**src/rtl/pipe_stage_reg.sv**
```systemverilog
// Pipeline stage register: instr/pc/data lanes, Tnew countdown, GPR write enable, bubble counter.
// Define PIPE_STAGE_EXC_EN to enable exception code / branch-delay tracking.

module pipe_stage_lane #(
    parameter int DATA_W = 32
) (
    input  logic              clk,
    input  logic              reset,
    input  logic              bubble_i,
    input  logic              hold_i,
    input  logic              valid_i,
    input  logic [DATA_W-1:0] d_i,
    output logic [DATA_W-1:0] q_o
);
    logic [DATA_W-1:0] q_q, q_d;

    always_comb begin
        q_d = q_q;
        if (bubble_i)
            q_d = '0;
        else if (!hold_i)
            q_d = valid_i ? d_i : '0;
    end

    always_ff @(posedge clk or negedge reset) begin
        if (!reset)
            q_q <= '0;
        else
            q_q <= q_d;
    end

    assign q_o = q_q;
endmodule

module pipe_stage_reg #(
    parameter int DATA_W      = 32,
    parameter int NUM_LANES   = 2,
    parameter int TNEW_W      = 2,
    parameter int DEC_ON_HOLD = 0
) (
    input  logic                          clk,
    input  logic                          reset,
    input  logic                          int_exc_req,
    input  logic                          flush,
    input  logic                          stall,
    input  logic                          valid_in,
    input  logic [31:0]                   instr_in,
    input  logic [31:0]                   pc_in,
    input  logic [NUM_LANES*DATA_W-1:0]   data_in,
    input  logic                          reg_write_in,
    input  logic [TNEW_W-1:0]             tnew_in,
    input  logic [4:0]                    exc_code_in,
    input  logic                          exc_local_req,
    input  logic [4:0]                    exc_local_code,
    input  logic                          bd_in,
    output logic                          valid_out,
    output logic [31:0]                   instr_out,
    output logic [31:0]                   pc_out,
    output logic [NUM_LANES*DATA_W-1:0]   data_out,
    output logic                          reg_write_out,
    output logic [TNEW_W-1:0]             tnew_out,
    output logic [4:0]                    exc_code_out,
    output logic                          bd_out,
    output logic [15:0]                   bubble_cnt
);
    function automatic logic [TNEW_W-1:0] sat_dec(input logic [TNEW_W-1:0] t);
        return (t == '0) ? '0 : t - TNEW_W'(1);
    endfunction

    logic bubble_ld;
    logic exc_taken;

    assign bubble_ld = int_exc_req | flush;

    logic              valid_q, valid_d;
    logic [31:0]       instr_q, instr_d;
    logic [31:0]       pc_q, pc_d;
    logic [TNEW_W-1:0] tnew_q, tnew_d;
    logic              rw_q, rw_d;
    logic [15:0]       bub_q, bub_d;

    // bubble > hold > capture; Tnew may keep draining while held
    always_comb begin
        valid_d = valid_q;
        instr_d = instr_q;
        pc_d    = pc_q;
        tnew_d  = tnew_q;
        rw_d    = rw_q;
        if (bubble_ld) begin
            valid_d = 1'b0;
            instr_d = '0;
            pc_d    = '0;
            tnew_d  = '0;
            rw_d    = 1'b0;
        end else if (stall) begin
            if (DEC_ON_HOLD != 0)
                tnew_d = sat_dec(tnew_q);
        end else begin
            valid_d = valid_in;
            instr_d = valid_in ? instr_in : '0;
            pc_d    = valid_in ? pc_in : '0;
            tnew_d  = valid_in ? sat_dec(tnew_in) : '0;
            rw_d    = reg_write_in & valid_in & ~exc_taken;
        end
    end

    always_comb begin
        bub_d = bub_q;
        if (!valid_q && bub_q != 16'hFFFF)
            bub_d = bub_q + 16'd1;
    end

    always_ff @(posedge clk or negedge reset) begin
        if (!reset) begin
            valid_q <= 1'b0;
            instr_q <= '0;
            pc_q    <= '0;
            tnew_q  <= '0;
            rw_q    <= 1'b0;
            bub_q   <= '0;
        end else begin
            valid_q <= valid_d;
            instr_q <= instr_d;
            pc_q    <= pc_d;
            tnew_q  <= tnew_d;
            rw_q    <= rw_d;
            bub_q   <= bub_d;
        end
    end

    genvar k;
    generate
        for (k = 0; k < NUM_LANES; k++) begin : g_lane
            pipe_stage_lane #(.DATA_W(DATA_W)) u_lane (
                .clk      (clk),
                .reset    (reset),
                .bubble_i (bubble_ld),
                .hold_i   (stall),
                .valid_i  (valid_in),
                .d_i      (data_in[k*DATA_W +: DATA_W]),
                .q_o      (data_out[k*DATA_W +: DATA_W])
            );
        end
    endgenerate

`ifdef PIPE_STAGE_EXC_EN
    logic [4:0] exc_sel;
    logic [4:0] exc_q, exc_d;
    logic       bd_q, bd_d;

    // an older upstream exception outranks one raised by the feeding stage
    always_comb begin
        exc_sel   = (exc_code_in != 5'd0) ? exc_code_in :
                    (exc_local_req ? exc_local_code : 5'd0);
        exc_taken = (exc_sel != 5'd0);
        exc_d     = exc_q;
        bd_d      = bd_q;
        if (bubble_ld) begin
            exc_d = '0;
            bd_d  = 1'b0;
        end else if (!stall) begin
            exc_d = exc_sel;
            bd_d  = bd_in;
        end
    end

    always_ff @(posedge clk or negedge reset) begin
        if (!reset) begin
            exc_q <= '0;
            bd_q  <= 1'b0;
        end else begin
            exc_q <= exc_d;
            bd_q  <= bd_d;
        end
    end

    assign exc_code_out = exc_q;
    assign bd_out       = bd_q;
`else
    logic unused_exc;

    assign unused_exc   = ^{exc_code_in, exc_local_req, exc_local_code, bd_in};
    assign exc_taken    = 1'b0;
    assign exc_code_out = '0;
    assign bd_out       = 1'b0;
`endif

    assign valid_out     = valid_q;
    assign instr_out     = instr_q;
    assign pc_out        = pc_q;
    assign tnew_out      = tnew_q;
    assign reg_write_out = rw_q;
    assign bubble_cnt    = bub_q;
endmodule
```
**config.mk**
```make
export PLATFORM = sky130hd
export DESIGN_NAME = pipe_stage_reg
export DESIGN_NICKNAME = d
export VERILOG_FILES = /design/src/rtl/pipe_stage_reg.sv
export SDC_FILE = /design/constraint.sdc
export NUM_CORES = 1
export LEC_CHECK = 0
export ABC_CLOCK_PERIOD_IN_PS = 2100
export CAP_MARGIN = 20
export CORE_AREA = 10 10 146 148
export CTS_CLUSTER_DIAMETER = 150
export CTS_CLUSTER_SIZE = 25
export DETAILED_ROUTE_END_ITERATION = 10
export DIE_AREA = 0 0 156 158
export GPL_ROUTABILITY_DRIVEN = 0
export SYNTH_ARGS = -nofsm -noshare
export SYNTH_HDL_FRONTEND = slang
export SYNTH_SLANG_ARGS = --single-unit
```
**constraint.sdc**
```tcl
create_clock -name clk -period 2.1 [get_ports clk]
set_input_delay 0.525 -clock clk [delete_from_list [all_inputs] [get_ports clk]]
set_output_delay 0.525 -clock clk [all_outputs]
set_load 0.05 [all_outputs]
```
Word level (Yosys, flattened, before mapping)
Cells that the tools add are included.
{"block": "op_classes", "muxes": 20, "n_eq_ne": 2, "n_mul": 0, "order_cmp": 0, "reduce_logical": 3, "add_sub_neg": 2, "bitwise_logic": 2, "div": 0, "shift": 0}
{"operator": "two-way mux 32 bit", "count": 12}
{"operator": "adder 16 x 1 -> 16 bit (second input constant)", "count": 1}
{"operator": "inequality test 16 bit (second input constant)", "count": 1}
{"operator": "two-way mux 2 bit", "count": 4}
{"operator": "two-way mux 1 bit", "count": 4}
{"operator": "logical NOT 2 bit", "count": 1}
{"operator": "inequality test 2 x 1 -> 1 bit (second input constant)", "count": 1}
{"operator": "subtractor 2 x 1 -> 2 bit (second input constant)", "count": 1}
{"operator": "bitwise AND 1 bit", "count": 1}
{"operator": "logical AND 1 bit", "count": 1}
{"operator": "logical NOT 1 bit", "count": 1}
{"operator": "bitwise OR 1 bit", "count": 1}
{"block": "totals", "reg_bits": 148, "latch_bits": 0, "output_inout_bits": 154, "n_memories": 0, "wordCells": 37, "ramBits": 0, "mem_bits_ro": 0}

Logic depth before layout (Yosys ltp)
Gate-level depths: netlist (run 1).
{"block": "logic_depth", "word_depth": 5, "mapped_depth": 6, "ltp_nobuf": 5}

Hierarchy
From an unflattened synthesis (run 1), not the netlist that was laid out.
{"block": "hier_totals", "hier_cells": 387, "hier_area_um2": 5748.0}
{"module": "pipe_stage_reg", "instances": 1, "cells_per_inst": 231, "seq_area_each_um2": 2102.0, "area_per_inst_um2": 3220.6}
{"module": "pipe_stage_lane", "instances": 2, "cells_per_inst": 78, "seq_area_each_um2": 800.8, "area_per_inst_um2": 1263.7}

Worst setup path before layout (run 1)
Ideal clock, no wire load.
{"block": "synth_path", "path_kind": "reg2reg", "startpoint": "register bub_q[0] (netlist: bubble_cnt[0])", "endpoint": "register bub_q[7] (netlist: bubble_cnt[7])", "required_ns": 1.958, "arrival_ns": 1.822, "stages_incl_launch_ff": 7, "path_slack_ns": 0.136, "n_path_buf": 1, "setup_time_ns": 0.142, "cell_sequence": "dfrtp_1 -> ha_1 -> nand3_1 -> o41a_1 -> buf_4 -> nand4_1 -> xnor2_1"}
{"block": "synth_between", "elab_chain_len": 2, "elab_cells_between_ends": 3, "cone_classes": "1 x add/sub; 1 x eq/ne; 1 x reduce/logical"}
{"element": "from (decl)", "line": "80", "source": "logic [15:0] bub_q, bub_d;"}
{"element": "from (signal assigned)", "line": "127", "source": "bub_q <= bub_d;"}
{"element": "parallel branches: the longest is 2 deep, another holds adder 16 x 1 -> 16 bit"}
Parallel ways; which one is timed is not known.
A chain may end at the register's enable or synchronous reset.

Final worst setup path (run 1)
{"block": "layout_path", "startpoint": "register instr_q[14] (netlist: instr_out[14])", "endpoint": "output instr_out[14]"}
{"element": "from (decl)", "line": "76", "source": "logic [31:0] instr_q, instr_d;"}
{"element": "from (signal assigned)", "line": "123", "source": "instr_q <= instr_d;"}
{"element": "to (decl)", "line": "57", "source": "output logic [31:0] instr_out,"}
No word-level cell between the ends.

==> results of run 1 <==
-- layer usage --
metal / wire length, um / up-vias / part of all wire
met5: 0 / - / 0
met4: 354 / 0 / 0.019
met3: 1720 / 24 / 0.093
met2: 8860 / 201 / 0.48
met1: 7580 / 2215 / 0.41
li1: - / 1977 / -
-- cells in the mapped netlist, types with 2 or more instances --
| cell type | n | area [um2] |
|---|---|---|
| a22o_1 | 129 | 1130 |
| and3_1 | 2 | 12.5 |
| and4_1 | 2 | 17.5 |
| buf_2 | 17 | 85.1 |
| buf_4 | 7 | 52.6 |
| clkbuf_1 | 11 | 41.3 |
| dfrtp_1 | 148 | 3700 |
| nand2_1 | 7 | 26.3 |
| nand3_1 | 6 | 30.0 |
| nand4_1 | 6 | 37.5 |
| nor3_1 | 2 | 10.0 |
| o21ai_0 | 2 | 10.0 |
| xnor2_1 | 14 | 123 |
-- kinds of logic (layout without fill, tap and decap cells) --
| family | after synthesis | in the layout |
|---|---|---|
| AND/OR/NAND/NOR | 32 | 32 |
| buffers and inverters | 36 | 333 |
| XOR/XNOR | 15 | 15 |
| other | 1 | 6 |
| multiplexers | 1 | 1 |
| AO/OA/AOI/OAI | 135 | 135 |
| flip-flops | 148 | 148 |
| adder cells (fa/ha/maj) | 1 | 1 |
-- final timing paths --
path                                          from                       end  slack, ns  cells past startpoint
setup / recovery                     instr_out[14]             instr_out[14]       0.24                      1
hold / removal             g_lane[1].u_lane.q_o[0]   g_lane[1].u_lane.q_o[0]       0.50                      1
hold reg to reg            g_lane[1].u_lane.q_o[0]   g_lane[1].u_lane.q_o[0]       0.50                      1
setup reg to reg                     bubble_cnt[0]             bubble_cnt[1]       0.26                      4
max in group asynchronous                    reset  g_lane[1].u_lane.q_o[22]       0.92                      3
min in group asynchronous                    reset                 pc_out[5]       0.57                      2
-- power by group through the flow --
stage                     combinational, mW  sequential [mW]  clock [mW]
after floorplan                       0.256             3.56           0
after global placement                 1.30             3.15           0
after detailed placement               1.31             3.15           0
after CTS                              1.30             3.10        3.19
after global routing                   1.35             3.12        3.30
final                                  1.27             3.10        3.08
-- worst register-to-register path, delay by kind of cell, from the launching register on --
kind                       cells  cell delay, ns
adders and majority gates      1            0.23
and+or+nand+nor                1            0.12
muxes                          1            0.34
DFF                            1            0.42
AOI/OAI and AO/OA              1            0.62
-- per-stage QoR --
step,std cells,utilization,total power [mW]
after floorplan,374,-,3.82
after global placement,872,0.461,4.44
after detailed placement,872,0.461,4.46
after CTS,905,0.487,7.59
after global routing,905,0.487,7.76
final,905,0.487,7.46
-- timing repair --
| action | in CTS | in global routing |
|---|---|---|
| hold buffers | 1 | 0 |
| gates resized for setup | 101 | 0 |
| endpoints found under the hold margin | 17 | 0 |
| setup endpoints to repair | 101 | 0 |
-- registers in the layout (all words and copies together), names as in the netlist --
| signal | cells |
|---|---|
| reg_write_out | 1 |
| valid_out | 1 |
| g_lane.u_lane.q_o | 64 |
| instr_out | 32 |
| bubble_cnt | 16 |
| tnew_out | 2 |
| pc_out | 32 |
-- final cells by class --
cell class	count	share of cell area
sequential	148	0.412
tap	234	0.0326
clock inverter	12	0.0160
multi-input combinational	190	0.174
clock buffer	20	0.0508
inverter	1	0.000417
timing repair buffer	300	0.314
==> results.md, run 1 <==
- Pre-Repair DR Iteration Count: 4
- CP max stage cell: dlygate4sd2_1
- Distinct cells, synth: 29
- Final Hold Viols: 0
- Synth Flop Type: dfrtp_1
- Routed Antenna Nets: 0
- Starting Density: 0.294
- Complex-gate fraction of the synthesized area: 0.217
- Sinks on Clock Net: 148
- Final instance area: 8990 um2
- Area after DPL: 8510 um2
- Vias per cell: 4.88
- Yosys warnings: 0
- Worst-path clk slew: 0.06 ns
- Post-Synth Adder-Cell Area: 0.00231
- CTS Buffer Depth: 2
- Sequential Power Share: 0.416
- Worst rel slew slack: 0.638
- Crit share post-route: 0.885
- Fmax: 538 MHz
- First-pass GRT wire length: 28.3 mm
- Internal power: 5.32 mW
- Row count: 50
- Met2 global-route usage: 0.233
- Max-cap check violation count: 0
- Mux contribution to synthesized area: 0.00208
- Vias in the first global route: 4878
- Final nets: 808
- Total negative slack: 0 ns
- Initial antenna violation count: 0
- Die area: 24600 um2
- Fin. max-slew vios: 0
- Synthesized flop and latch total: 148
- Worst EP required: 1.57 ns
- Fill count: 1673
- Initial DRC Count: 193
- Fin worst setup slack: 0.242 ns
- Cell Pwr Density: 830 nW/um2
- Net switching power: 2.13 mW
- Gr usage total: 0.147
- I/O Buffers: 284
- Final setup fails: 0
- Setup Fix Bufs, Post-CTS: 0
- Detail Placement HPWL: 13.7 mm
- Die width: 156 um
- Share of layout cells above drive strength 1: 0.146
- Switch share: 0.286
- Crit path largest cell delay: 0.56 ns
- Combinational Power Share: 0.171
- Worst setup SP type: register
- CP bufs+invs: 1
- Area growth, synth to finish: 65.9%
- Netlist Area Pre-Place: 5420 um2
- Multi-input gate area: 1570 um2
- Via count: 4417
- Worst Path Arrival: 1.33 ns
- Post-synth EDFFs: 0
- Gr busiest metal: met2
- Outcome: finished clean
- Worst-path maximum fanout: 2
- Simple-gate share of the synthesized area: 0.0367
- IO Pins: 303
- Kind of critical path: register to primary output
- Pleak: 4.59 nW
- Global Route met1 Usage: 0.173
- Reg area: 3700 um2
- Max VDD drop: 0.470 mV
- Most frequent cells in the layout: dfrtp_1, clkdlybuf4s50_1, a22o_1
- Setup Skew: 0.0142 ns
- Worst setup EP type: primary output
- Grt ovf: 0
- DR DRC count: 0
- WL final: 18.5 mm
- Crit-path leading delay family: buffers and inverters
- Largest net degree at the start of global routing: 88
- Number of CTS-inserted buffers: 17
- Clk pwr share: 0.413
- Root buf cell: clkbuf_16
- Setup WS pre-CTS: 0.0170 ns
- N_diodes: 0
- Largest family of logic cells by synthesized area: compound AO/OA/AOI/OAI gates
- Average wire per standard cell: 20.5 um
- CTS tree: built
- Post-synthesis sequential area ratio: 0.683
- Cells after Synth: 369
- Synth async-reset ratio: 1.00
- Met3 Track Usage GR: 0.0649
- Hold WC Path Type: register to register
- Die H: 158 um
- Worst slew pin tran: 0.545 ns
- Post-synthesis xor/xnor area fraction: 0.0242
- Core area: 18500 um2
- Worst Hold Slack: 0.500 ns
- Worst path cell trace: dlygate4sd2_1
- RSZ-0062 raised after global routing: false
- Syn_area_per_cell: 14.7 um2
- Commonest non-fill, non-tap cell in the layout: dfrtp_1
- H-tree depth: 4
- Period minus WS final: 1.86 ns
- Insertion delay to the later sink of the worst-skew pair: 0.42 ns
Power figures use the tool's default switching activity.
==> inputs of run 2 (changes only) <==
ABC_AREA = 0   (was unset)
==> results of run 2 <==
No change in the layout: final DEF, timing and power equal those of run 1.
